$ cat src/rtl/param_regfile_sb.sv
//------------------------------------------------------------------------------
// param_regfile_sb : 2-read / 2-write register file with bypass and busy board
// Revision 1.0
//------------------------------------------------------------------------------
`default_nettype none

module param_regfile_sb #(
  parameter int DATA_W   = 32,
  parameter int ADDR_W   = 5,
  parameter int ZERO_REG = 1,
  parameter int BYPASS   = 1
) (
  input  logic              clk,
  input  logic              rst,
  input  logic [ADDR_W-1:0] ra,
  input  logic [ADDR_W-1:0] rb,
  output logic [DATA_W-1:0] busa,
  output logic [DATA_W-1:0] busb,
  input  logic              we,
  input  logic [ADDR_W-1:0] rw,
  input  logic [DATA_W-1:0] busw,
  input  logic              we2,
  input  logic [ADDR_W-1:0] rw2,
  input  logic [DATA_W-1:0] busw2,
  input  logic              issue_en,
  input  logic [ADDR_W-1:0] issue_rd,
  output logic              busy_a,
  output logic              busy_b,
  output logic [ADDR_W:0]   busy_cnt,
  input  logic [ADDR_W-1:0] dbg_addr,
  output logic [DATA_W-1:0] dbg_data
);

  localparam int NREGS = 2**ADDR_W;

  logic [DATA_W-1:0] regs_q [NREGS];
  logic [NREGS-1:0]  busy_q;
  logic [NREGS-1:0]  busy_d;
  logic [ADDR_W:0]   cnt_q;
  logic [ADDR_W:0]   cnt_d;

  logic              w_wen0;
  logic              w_wen1;
  logic              w_iss;
  logic [NREGS-1:0]  w_set;
  logic [NREGS-1:0]  w_clr;
  logic              w_inc;
  logic              w_dec0;
  logic              w_dec1;

  // Address 0 is filtered here so neither storage, bypass nor scoreboard sees it.
  assign w_wen0 = we       && ((ZERO_REG == 0) || (rw       != '0));
  assign w_wen1 = we2      && ((ZERO_REG == 0) || (rw2      != '0));
  assign w_iss  = issue_en && ((ZERO_REG == 0) || (issue_rd != '0));

  for (genvar i = 0; i < NREGS; i++) begin : g_busy
    assign w_set[i] = w_iss && (issue_rd == ADDR_W'(i));
    assign w_clr[i] = (w_wen0 && (rw  == ADDR_W'(i))) ||
                      (w_wen1 && (rw2 == ADDR_W'(i)));
  end

  assign busy_d = w_set | (busy_q & ~w_clr);

  // Incremental popcount: a clear only counts if the bit was set and is not re-set.
  assign w_inc  = w_iss && !busy_q[issue_rd];
  assign w_dec0 = w_wen0 && busy_q[rw] && !(w_iss && (issue_rd == rw));
  assign w_dec1 = w_wen1 && busy_q[rw2] && !(w_iss && (issue_rd == rw2)) &&
                  !(w_wen0 && (rw == rw2));
  assign cnt_d  = cnt_q + (ADDR_W+1)'(w_inc) - (ADDR_W+1)'(w_dec0)
                        - (ADDR_W+1)'(w_dec1);

  always_ff @(posedge clk) begin
    if (rst) begin
      for (int i = 0; i < NREGS; i++) begin
        regs_q[i] <= '0;
      end
      busy_q <= '0;
      cnt_q  <= '0;
    end else begin
      // Port 0 is assigned last so it wins a same-address collision.
      if (w_wen1) regs_q[rw2] <= busw2;
      if (w_wen0) regs_q[rw]  <= busw;
      busy_q <= busy_d;
      cnt_q  <= cnt_d;
    end
  end

  always_comb begin
    busa   = regs_q[ra];
    busb   = regs_q[rb];
    busy_a = busy_q[ra];
    busy_b = busy_q[rb];
    if (BYPASS != 0) begin
      if (w_wen0 && (rw == ra))       busa = busw;
      else if (w_wen1 && (rw2 == ra)) busa = busw2;
      if (w_wen0 && (rw == rb))       busb = busw;
      else if (w_wen1 && (rw2 == rb)) busb = busw2;
      if (w_clr[ra]) busy_a = 1'b0;
      if (w_clr[rb]) busy_b = 1'b0;
    end
  end

  assign busy_cnt = cnt_q;
  assign dbg_data = regs_q[dbg_addr];

endmodule

`default_nettype wire
$ cat config.mk
export PLATFORM = sky130hd
export DESIGN_NAME = param_regfile_sb
export DESIGN_NICKNAME = d
export VERILOG_FILES = /design/src/rtl/param_regfile_sb.sv
export SDC_FILE = /design/constraint.sdc
export NUM_CORES = 2
export LEC_CHECK = 0
export CAP_MARGIN = 40
export CORE_MARGIN = 2
export CORE_UTILIZATION = 56
export DETAILED_ROUTE_END_ITERATION = 8
export HOLD_SLACK_MARGIN = 0.1
export PLACE_DENSITY_LB_ADDON = 0.15
export SLEW_MARGIN = 15
export SYNTH_ARGS = -nofsm -noshare
export SYNTH_HDL_FRONTEND = slang
export SYNTH_SLANG_ARGS = --single-unit
$ cat constraint.sdc
create_clock -name clk -period 5.15 [get_ports clk]
set_clock_uncertainty 0.15 [all_clocks]
set_input_delay 1.03 -clock clk [delete_from_list [all_inputs] [get_ports clk]]
set_output_delay 1.03 -clock clk [all_outputs]
set_load 0.01 [all_outputs]
==> results.txt <==
----------------------------------------------------
[Finish]
  Fillers ... 8,822
  Share of layout cells above drive strength 1 ... 0.388
  Number of nets at the end of the flow ... slightly below 5,000
  Commonest non-fill, non-tap cell in the layout ... sky130_fd_sc_hd__edfxtp_1
  Area of all placed cells without fillers ... slightly above 80,000 um^2
  Final Non-Filler Cells ... 6,537
  Layout overhead on the synthesized area ... 15.7%
  Most frequent cells in the layout ... sky130_fd_sc_hd__edfxtp_1 (1,024), sky130_fd_sc_hd__mux4_2 (1,017), sky130_fd_sc_hd__a22o_1 (992)

[Timing]
  Number of endpoints failing setup at the final stage ... 1
  RSZ-0062 raised after global routing ... yes
  Time the worst path needs with I/O delays and setup ... 5.24 ns
  Max-slew violation count ... 0
  Transition time of the tightest slew-check pin ... 1.05 ns
  Accumulated negative setup slack ... -0.0872 ns
  Part of the cycle the worst path needs ... 1.02
  Hold Fails Final Rpt ... 0
  Worst slew margin ... 0.303
  Smallest setup slack after layout ... -0.0872 ns
  Max frequency ... about 0.19 GHz

[Synthesis]
  Share of flip-flops with an asynchronous set or reset after synthesis ... 0
  FF+latch count, synth ... 1,062
  Synthesized instance count ... around 4,600
  Unique cell type count in the Yosys netlist ... 56
  EDFF count, synth ... a little over 1,000
  Combined area of all synthesized cells ... 71,000 um^2
  Syn avg cell area ... 15.3 um^2
  Share of synthesized area occupied by flip-flops and latches ... 0.444
  Ys Warns ... 0
  Leading register cell type out of synthesis ... sky130_fd_sc_hd__edfxtp_1

[Pwr]
  Net switching fraction of the power ... 0.278
  IR Drop Worst-Case VDD ... 312 uV
  Sequential power share ... 0.438
  Clock network power share ... 0.360
  Combinational fraction of design power ... 0.202
  Cell Int Power ... around 17 mW
  Power density over the cells ... 290 nW/um^2
  Leakage ... approximately 28 nW
  Net switching component of the power ... 6.62 mW
  Overall Power ... between 20 and 25 mW

[Floorplanning]
  Die Height ... 360 um
  Rows ... 130
  Initial cell density of the core ... 0.565
  Core Footprint ... 126,000 um^2
  Top-Level Pins ... roughly 200
  Die width ... between 300 and 400 um
  Die Area ... 130,000 um^2

[Placed design]
  Detailed Place HPWL ... 185 mm
  Post-DP Area ... 77,800 um^2
  Cells after DPL ... 6,291
  Placer congestion estimate ... 0.965
  Pre-CTS setup slack ... -0.164 ns
  Count of port buffers added during placement ... 202

[CTS]
  Root Buffer ... sky130_fd_sc_hd__clkbuf_16
  Number of buffers inserted for hold repair after clock tree synthesis ... 0
  Total number of clock tree sinks ... 1,062
  Clock slew seen by the registers of the worst setup and hold paths ... 0.06 ns
  Worst skew pair latency ... 0.78 ns
  H-Tree Depth ... 3
  Maximum clock insertion buffer count ... 3
  TritonCTS clock tree ... done
  Inserted Clock Buffers ... 116

[GRT]
  Remaining global-route overflow ... 0
  Wire length of the first global-routing pass ... between 400 and 500 mm
  Vias in the first global route ... ~54,000
  Initial antenna violation count ... 10
  Pin count of the biggest net entering global routing ... 54
  GRT Overall Usage ... 0.466

[Flow run]
  Max-cap viol count ... 0

[Route]
  DRT Wirelength ... 307 mm
  DR DRC count ... 0
  DRT iter0 DRCs ... 10,586
  Iteration count of the initial detailed-routing pass ... 8
  Drt wl/cell ... 46.9 um
  Vias per std cell ... 8.62
  Count of nets left with antenna violations after detail routing ... 0
  Total via count in the routed design ... 56,366

[Worst setup path]
  Crit-path max FO ... 15
  Required time at the worst-slack endpoint ... 3.97 ns
  Slowest stage cell, crit path ... sky130_fd_sc_hd__clkdlybuf4s50_1
  Worst stage delay on the critical path ... 0.53 ns
  Buf/Inv on CP ... 5
  Type of origin of the critical path ... input port
  Kind of cell adding the most delay to the critical path ... buffers and inverters
  Worst setup EP type ... output port
  Data arrival, critical path ... between 4 and 5 ns
  Critical setup path kind ... input port to output port
  List of cells traversed by the critical path ... clkdlybuf4s50_1, buf_12, buf_4, nand4_1, o22ai_1, mux4_2, a211o_1, a21oi_1, a31oi_1, o41ai_2, buf_4, clkdlybuf4s50_1

[Worst hold path]
  Hold WC Path Type ... flop to flop

[Status]
  Violated checks ... negative setup slack
  Status ... finished, violations left

----------------------------------------------------
==> metal layers <==
metal | vias up | GRT usage | wire (um)
li1 | 20209 | - | -
met1 | 28028 | 0.574 | 94500
met2 | 6484 | 0.655 | 128000
met3 | 1625 | 0.218 | 56300
met4 | 20 | 0.314 | 27600
met5 | - | 0.00851 | 323
==> repair_timing <==
action                                  in CTS  in global routing
gates cloned                                 0                  4
endpoints found under the setup margin      61                 48
setup buffers                                0                 13
resized for setup                           21                 73
==> final timing paths <==
path / end / slack (ns) / start / cells past startpoint
setup reg to reg: busy_cnt[5] / 1.26 / busy_q[12] / 13
setup / recovery: busy_b / -0.09 / rw[0] / 12
hold / removal: busy_q[0] / 0.41 / busy_q[0] / 1
hold reg to reg: busy_q[0] / 0.41 / busy_q[0] / 1
==> final cells by class <==
| class | instances | area, um^2 | share of cell area |
|---|---|---|---|
| repair buffers | 735 | 7760 | 0.0945 |
| clock buffers | 150 | 3090 | 0.0377 |
| multi-input cells | 2818 | 36800 | 0.448 |
| well taps | 1650 | 2060 | 0.0251 |
| diodes | 8 | 20.0 | 0.000244 |
| inverters | 45 | 169 | 0.00206 |
| clock inverters | 69 | 681 | 0.00829 |
| flip-flops and latches | 1062 | 31500 | 0.384 |
==> Yosys cell counts, types with 7 or more instances <==
library cell | count | area share
sky130_fd_sc_hd__nand2_1 | 177 | 0.0094
sky130_fd_sc_hd__o21ai_0 | 94 | 0.0066
sky130_fd_sc_hd__buf_1 | 60 | 0.0032
sky130_fd_sc_hd__buf_4 | 31 | 0.0033
sky130_fd_sc_hd__mux4_2 | 1017 | 0.32
sky130_fd_sc_hd__o22ai_1 | 55 | 0.0048
sky130_fd_sc_hd__o21ai_1 | 41 | 0.0029
sky130_fd_sc_hd__nor4_1 | 10 | 0.00088
sky130_fd_sc_hd__nor2_1 | 57 | 0.0030
sky130_fd_sc_hd__mux2_2 | 33 | 0.0052
sky130_fd_sc_hd__xnor2_1 | 20 | 0.0025
sky130_fd_sc_hd__mux2i_1 | 48 | 0.0068
sky130_fd_sc_hd__buf_2 | 148 | 0.010
sky130_fd_sc_hd__nand3_1 | 44 | 0.0031
sky130_fd_sc_hd__edfxtp_1 | 1024 | 0.43
sky130_fd_sc_hd__a21oi_1 | 13 | 0.00092
sky130_fd_sc_hd__clkbuf_1 | 487 | 0.026
sky130_fd_sc_hd__nor3_1 | 57 | 0.0040
sky130_fd_sc_hd__dfxtp_1 | 38 | 0.011
sky130_fd_sc_hd__nor2b_1 | 8 | 0.00071
sky130_fd_sc_hd__a22o_1 | 992 | 0.12
sky130_fd_sc_hd__nand3b_1 | 7 | 0.00074
sky130_fd_sc_hd__or2_2 | 35 | 0.0031
sky130_fd_sc_hd__xor2_1 | 19 | 0.0023
sky130_fd_sc_hd__inv_1 | 44 | 0.0023
==> kinds of logic (layout without fill, tap and decap cells) <==
family          after synthesis  count (layout)  share of synthesized area
other cells                   1              40                  0.0000528
compound gates             1214            1214                      0.140
flops                      1062            1062                      0.444
fa+ha+maj                     8               8                    0.00162
simple gates                427             427                     0.0291
mux                        1098            1098                      0.335
buf+inv                     777             999                     0.0460
xor+xnor                     39              39                    0.00481
==> per-stage QoR <==
stage / hold WS, ns / utilization
after floorplan: 0.335 / -
after global placement: 0.385 / 0.619
after detailed placement: 0.393 / 0.619
after CTS: 0.398 / 0.649
after global routing: 0.415 / 0.653
final: 0.406 / 0.653
==> power groups by stage <==
stage | logic (mW) | clock network [mW] | registers, mW
final | 4.80 | 8.56 | 10.4
after global routing | 4.87 | 8.80 | 10.5
after CTS | 4.65 | 8.51 | 10.4
after detailed placement | 4.63 | 0 | 10.6
after global placement | 4.61 | 0 | 10.5
after floorplan | 2.83 | 0 | 10.4
==> registers in the layout, indices dropped and copies added, names as in the netlist <==
| name | count |
|---|---|
| busy_cnt | 6 |
| busy_q | 32 |
| regs_q | 1024 |
Power figures use the tool's default switching activity.
